--- src/rtl/ssdisplay_scan_decoder_if.sv ---
// Display-side signal bundle for the scan decoder. The master drives the
// multiplexed anode/segment lines; the slave (decoder) returns the digits.
interface ssdisplay_scan_decoder_if;
  logic [3:0]  an;
  logic [6:0]  seg;
  logic [15:0] bcd_out;
  logic [3:0]  digit_err;
  logic        frame_valid;
  logic        stale;

  modport master (
    output an, seg,
    input  bcd_out, digit_err, frame_valid, stale
  );

  modport slave (
    input  an, seg,
    output bcd_out, digit_err, frame_valid, stale
  );
endinterface

--- src/rtl/ssdisplay_scan_decoder.sv ---
// Snoops the anode/segment drive of a 4-digit multiplexed 7-segment display
// and reconstructs the displayed digits. A digit is accepted only after its
// {an,seg} pattern has been stable for STABLE_CYC consecutive samples.
module ssdisplay_scan_decoder #(
  parameter int STABLE_CYC  = 4,
  parameter int TIMEOUT_CYC = 1024
) (
  input  logic                    clk,
  input  logic                    rst,
  ssdisplay_scan_decoder_if.slave bus
);

  localparam int TW = $clog2(TIMEOUT_CYC + 1);
  localparam logic [7:0]    STABLE_LIM = 8'(STABLE_CYC);
  localparam logic [TW-1:0] TO_LIM     = TW'(TIMEOUT_CYC);

  typedef enum logic [1:0] {IDLE, SETTLE, CAPTURED} state_t;

  // Segment pattern -> {error, nibble}; blank shows as F without error.
  function automatic logic [4:0] decode_seg(input logic [6:0] s);
    logic [4:0] r;
    case (s)
      7'b0000001: r = {1'b0, 4'h0};
      7'b1001111: r = {1'b0, 4'h1};
      7'b0010010: r = {1'b0, 4'h2};
      7'b0000110: r = {1'b0, 4'h3};
      7'b1001100: r = {1'b0, 4'h4};
      7'b0100100: r = {1'b0, 4'h5};
      7'b0100000: r = {1'b0, 4'h6};
      7'b0001111: r = {1'b0, 4'h7};
      7'b0000000: r = {1'b0, 4'h8};
      7'b0000100: r = {1'b0, 4'h9};
      7'b1111111: r = {1'b0, 4'hF};
      default:    r = {1'b1, 4'hE};
    endcase
    return r;
  endfunction

  // Exactly one anode low selects a digit; anything else is not a scan slot.
  function automatic logic anode_valid(input logic [3:0] a);
    return (a == 4'b1110) || (a == 4'b1101) || (a == 4'b1011) || (a == 4'b0111);
  endfunction

  function automatic logic [1:0] anode_slot(input logic [3:0] a);
    logic [1:0] r;
    case (a)
      4'b1101: r = 2'd1;
      4'b1011: r = 2'd2;
      4'b0111: r = 2'd3;
      default: r = 2'd0;
    endcase
    return r;
  endfunction

  logic [3:0]    an_reg, an_prev_reg;
  logic [6:0]    seg_reg, seg_prev_reg;
  state_t        state_reg, state_next;
  logic [7:0]    stab_reg, stab_next;
  logic [15:0]   bcd_reg;
  logic [3:0]    err_reg;
  logic [3:0]    mask_reg, mask_next;
  logic          fv_reg;
  logic [TW-1:0] to_reg;

  logic          wr;
  logic          same;
  logic          an_ok;
  logic [4:0]    dec;
  logic [1:0]    slot;

  assign same  = ({an_reg, seg_reg} == {an_prev_reg, seg_prev_reg});
  assign an_ok = anode_valid(an_reg);
  assign dec   = decode_seg(seg_reg);
  assign slot  = anode_slot(an_reg);

  // Input sampling stage plus one-deep history used for stability detection.
  always_ff @(posedge clk) begin
    if (rst) begin
      an_reg       <= 4'b1111;
      seg_reg      <= 7'b1111111;
      an_prev_reg  <= 4'b1111;
      seg_prev_reg <= 7'b1111111;
    end else begin
      an_reg       <= bus.an;
      seg_reg      <= bus.seg;
      an_prev_reg  <= an_reg;
      seg_prev_reg <= seg_reg;
    end
  end

  // FSM state and stability counter registers.
  always_ff @(posedge clk) begin
    if (rst) begin
      state_reg <= IDLE;
      stab_reg  <= 8'd0;
    end else begin
      state_reg <= state_next;
      stab_reg  <= stab_next;
    end
  end

  // Next-state logic: a write fires on the edge where the count reaches the limit.
  always_comb begin
    state_next = state_reg;
    stab_next  = stab_reg;
    wr         = 1'b0;
    case (state_reg)
      IDLE: begin
        if (an_ok) begin
          state_next = SETTLE;
          stab_next  = 8'd1;
        end
      end
      SETTLE: begin
        if (!same) begin
          state_next = an_ok ? SETTLE : IDLE;
          stab_next  = an_ok ? 8'd1 : 8'd0;
        end else if (stab_reg + 8'd1 == STABLE_LIM) begin
          wr         = 1'b1;
          state_next = CAPTURED;
          stab_next  = 8'd0;
        end else begin
          stab_next  = stab_reg + 8'd1;
        end
      end
      CAPTURED: begin
        if (!same) begin
          state_next = an_ok ? SETTLE : IDLE;
          stab_next  = an_ok ? 8'd1 : 8'd0;
        end
      end
      default: begin
        state_next = IDLE;
        stab_next  = 8'd0;
      end
    endcase
  end

  // A full mask is cleared on the edge that raises frame_valid; a write on that
  // same edge lands in the freshly cleared mask.
  always_comb begin
    mask_next = (mask_reg == 4'hF) ? 4'h0 : mask_reg;
    if (wr) begin
      mask_next = mask_next | ~an_reg;
    end
  end

  // Digit storage, frame tracking and staleness timer.
  always_ff @(posedge clk) begin
    if (rst) begin
      bcd_reg  <= 16'hFFFF;
      err_reg  <= 4'b0000;
      mask_reg <= 4'b0000;
      fv_reg   <= 1'b0;
      to_reg   <= '0;
    end else begin
      mask_reg <= mask_next;
      fv_reg   <= (mask_reg == 4'hF);
      if (wr) begin
        bcd_reg[{slot, 2'b00} +: 4] <= dec[3:0];
        err_reg[slot]               <= dec[4];
        to_reg                      <= '0;
      end else if (to_reg != TO_LIM) begin
        to_reg <= to_reg + 1'b1;
      end
    end
  end

  assign bus.bcd_out     = bcd_reg;
  assign bus.digit_err   = err_reg;
  assign bus.frame_valid = fv_reg;
  assign bus.stale       = (to_reg == TO_LIM);

endmodule

--- src/flat_wrapper.sv ---
// flat-port wrapper written by rule: the top's interface ports become plain ports
module ssdisplay_scan_decoder_flat 
#(
  parameter int STABLE_CYC  = 4,
  parameter int TIMEOUT_CYC = 1024
)
  (clk, rst, bus_an, bus_seg, bus_bcd_out, bus_digit_err, bus_frame_valid, bus_stale);
  ssdisplay_scan_decoder_if bus_i ();
  input  logic clk;
  input  logic rst;
  input wire logic [$bits(bus_i.an)-1:0] bus_an;
  input wire logic [$bits(bus_i.seg)-1:0] bus_seg;
  output wire logic [$bits(bus_i.bcd_out)-1:0] bus_bcd_out;
  output wire logic [$bits(bus_i.digit_err)-1:0] bus_digit_err;
  output wire logic [$bits(bus_i.frame_valid)-1:0] bus_frame_valid;
  output wire logic [$bits(bus_i.stale)-1:0] bus_stale;
  assign bus_i.an = bus_an;
  assign bus_i.seg = bus_seg;
  assign bus_bcd_out = bus_i.bcd_out;
  assign bus_digit_err = bus_i.digit_err;
  assign bus_frame_valid = bus_i.frame_valid;
  assign bus_stale = bus_i.stale;
  ssdisplay_scan_decoder #(.STABLE_CYC(STABLE_CYC), .TIMEOUT_CYC(TIMEOUT_CYC)) u_core (.clk(clk), .rst(rst), .bus(bus_i));
endmodule
--- config.mk ---
export PLATFORM = sky130hd
export DESIGN_NAME = ssdisplay_scan_decoder_flat
export DESIGN_NICKNAME = d
export VERILOG_FILES = /design/src/rtl/ssdisplay_scan_decoder_if.sv /design/src/rtl/ssdisplay_scan_decoder.sv /design/src/flat_wrapper.sv
export SDC_FILE = /design/constraint.sdc
export NUM_CORES = 1
export LEC_CHECK = 0
export BUFFER_PORTS_ARGS = -buffer_cell sky130_fd_sc_hd__clkbuf_2
export CORE_MARGIN = 2
export CORE_UTILIZATION = 30
export DETAILED_ROUTE_END_ITERATION = 6
export GPL_ROUTABILITY_DRIVEN = 0
export GPL_TIMING_DRIVEN = 0
export SLEW_MARGIN = 20
export SYNTH_ARGS = -nofsm -noshare
export SYNTH_HDL_FRONTEND = slang
export SYNTH_SLANG_ARGS = --single-unit
--- constraint.sdc ---
create_clock -name clk -period 2.3 [get_ports clk]
set_clock_uncertainty 0.2 [all_clocks]
set_input_delay 0 -clock clk [delete_from_list [all_inputs] [get_ports clk]]
set_output_delay 0 -clock clk [all_outputs]
set_load 0.02 [all_outputs]
==> results.yml <==
timing:
  tightest_slew_ns: 0.519
  setup_viol: 0
  max_freq_mhz: 457
  finalWorstSetupSlack_ns: 0.111
  hold_violations: 0
  layout_min_cycle_time_ns: 2.19
  finalCritPeriodShare_pct: 95.2
  slew_violations: 0
  relSlewSlack_pct: 65.1
route:
  first_iter_violations: 53
  vias: 2586
  dr.pass1.iters: 6
  routed_wl_mm: 6.66
  wl_per_cell_um: 12.4
  drc: 0
  ant_nets: 0
  via_per_inst: 4.82
yosys:
  synth_cell_types: 48
  synth-adder-area-share_pct: 3.48
  ys_ff_latch: 68
  avgSynthCellArea_um2: 9.35
  synth_edf_count: 0
  yosys.area.top_type: "dfxtp_1"
  synth_ff_type: "dfxtp_1"
  synthMuxAreaShare_pct: 1.90
  syn-instance-count: 339
  async_flop_share_pct: 0
  synthTopCellsByArea: "dfxtp_1, or2_2, nor2_1, xnor2_1, ha_1"
  synth_area_mm2: 0.00317
  synth_compound_area_share_pct: 15.3
  yosysSeqAreaShare_pct: 43.0
  yosys.area.top_type_share_pct: 43.0
  synth_top_family_by_area: "simple AND/OR/NAND/NOR gates"
  yosys.area_share.simple_pct: 25.2
  syn_nets: 360
  ys_warn_count: 0
  synth-xor-area-share_pct: 6.64
finish:
  antenna_cells: 0
  nFillCells: 1040
  nets: 417
  drive_gt1_share_pct: 25.4
  stdcell_area_mm2: 0.00394
  syn2layout_area_growth_pct: 24.2
  largest_reg_flops: 16
global_routing:
  antenna_found_initial: 0
  grt-ovfl-total: 0
  grt_start_max_net_pins: 13
  grt_pass1_wl_mm: 11.4
  grt_pass1_vias: 2473
  track_usage_pct: 12.4
critical_path:
  crit_fanout: 9
  critPathMaxStageDelay_ns: 0.44
  crit_buf_inv: 1
  arrival_ns: 2.21
  slowest_stage: "o311ai_4"
  path_delay_family: "compound AO/OA/AOI/OAI gates"
  critPathMostFrequentCell: "a221oi_4"
  worstSetupStartpointType: "register"
  crit_path_end_kind: "register"
  crit_chain: "clkbuf_4 > and3_1 > nand3_1 > o311ai_4 > a221oi_4 > a221oi_4 > o31ai_1"
  required_ns: 2.32
  critPathKind: "reg2reg"
clock_tree:
  clk_path_buf_depth: 2
  worstSkewPairLatency_ns: 0.34
  cts_tree: "done"
  h-tree-depth: 3
  root_buffer: "clkbuf_8"
  cts.clk_slew.worst_paths_ns: 0.07
  clock-sinks: 68
  numCtsBuffers: 9
placement:
  hpwl_mm: 4.73
  post-place-ws_ns: -0.182
  io_buffer_count: 33
  dpl_cell_area_mm2: 0.00350
pwr:
  leakagePower_nw: 1.63
  peakVddDrop_v: 0.000383
  p_per_area_mw_per_mm2: 685
die:
  die_area_mm2: 0.0114
  initial_core_util_pct: 30.8
  die_x_um: 107
  core_mm2: 0.0103
  row_count: 37
  die_y_um: 107
  ios: 35
outcome:
  status: "completed"
flow_run:
  drv_cap: 0
hold_path:
  hp-class: "in2reg"
[through the flow]
stage | utilization (%) | hold slack, ns | std cells | total power [W] | TNS [ns]
3_3_place_gp | 34.1 | -0.0161 | 508 | 0.00148 | -2.07
4_1_cts | 37.7 | 0.00238 | 534 | 0.00272 | 0
6_report | 38.3 | 0.0317 | 537 | 0.00270 | 0
3_5_place_dp | 34.1 | -0.0152 | 508 | 0.00149 | -3.34
2_1_floorplan | - | -0.0962 | 339 | 0.00143 | 0
5_1_grt | 38.3 | 0.0800 | 537 | 0.00282 | -0.0109
[placed cells by master (no fill, tap or decap), types with 5 or more instances in the layout]
| master | n |
|---|---|
| nand4_1 | 6 |
| mux2i_1 | 6 |
| nor2b_1 | 6 |
| nand3_1 | 14 |
| clkbuf_8 | 10 |
| nor3_1 | 12 |
| inv_1 | 6 |
| nand2_1 | 17 |
| and3_1 | 6 |
| a21oi_1 | 17 |
| o21ai_0 | 7 |
| or2_2 | 22 |
| a211o_1 | 5 |
| xor2_1 | 10 |
| clkbuf_2 | 34 |
| clkbuf_1 | 8 |
| dlygate4sd3_1 | 11 |
| nor2_1 | 32 |
| o31ai_1 | 13 |
| ha_1 | 8 |
| dfxtp_1 | 67 |
| xnor2_1 | 13 |
| buf_4 | 8 |
[layout make-up]
type	instances	area (um2)	area share, %
flip-flops and latches	68	1360	34.6
multi-input cells	244	1710	43.5
inverters	6	22.5	0.572
clock buffers	10	138	3.50
repair buffers	47	298	7.57
well taps	136	170	4.32
clock inverters	6	111	2.83
plain buffers	20	120	3.05
[path summary, 6_finish.rpt]
| kind | endpoint | from | slack, ns | cells after the start |
|---|---|---|---|---|
| worst max register to register | u_core.bus.bcd_out[1]$_SDFFE_PP1P_ | u_core.seg_reg[1]$_SDFF_PP1_ | 0.11 | 7 |
| worst min-delay path | u_core.stab_reg[0]$_SDFFE_PP0P_ | rst | 0.03 | 4 |
| worst max-delay path | u_core.bus.bcd_out[1]$_SDFFE_PP1P_ | u_core.seg_reg[1]$_SDFF_PP1_ | 0.11 | 7 |
| worst min register to register | u_core.bus.bcd_out[2]$_SDFFE_PP1P_ | u_core.bus.bcd_out[2]$_SDFFE_PP1P_ | 0.26 | 1 |
[report_power, final]
group | switching (W) | internal [W] | leakage (nW) | total, W
Clock | 0.000459 | 0.000750 | 0.122 | 0.00121
Sequential | 0.0000234 | 0.00120 | 0.555 | 0.00123
Combinational | 0.000143 | 0.000116 | 0.951 | 0.000260
[cell usage after synthesis, types with 7 or more instances]
cell,instances
dfxtp_1,68
ha_1,8
and3_1,8
xor2_1,11
nand2_1,17
o21ai_0,7
nor2_1,32
clkbuf_1,9
o31ai_1,13
or2_2,22
a21oi_1,18
xnor2_1,13
nor3_1,12
nand3_1,15
[per-layer routing]
layer  GRT usage (%)  vias up  part of all wire (%)
li1                -     1324                     -
met1            15.4     1208                    47
met2            20.5       45                    48
met3            2.92        9                   3.2
met4            5.19        0                   1.4
met5               0        -                     0
[what timing repair did]
| action | in CTS | in global routing |
|---|---|---|
| hold buffers | 11 | 0 |
| resized for setup | 2 | 10 |
| pin swaps | 0 | 3 |
| endpoints found under the setup margin | 29 | 31 |
| setup buffers | 0 | 3 |
| endpoints found under the hold margin | 11 | 0 |
[cell families after synthesis]
group,after synthesis
buffers and inverters,27
multiplexers,6
AND/OR/NAND/NOR,141
adder cells (fa/ha/maj),9
XOR/XNOR,24
flip-flops,68
AO/OA/AOI/OAI,64
[tightest hold or removal path: stages]
cell      delay [ns]
clkbuf_1        0.22
nor2_1          0.16
o21ai_0         0.09
o31ai_1         0.06
(Power assumes the default switching activity.)
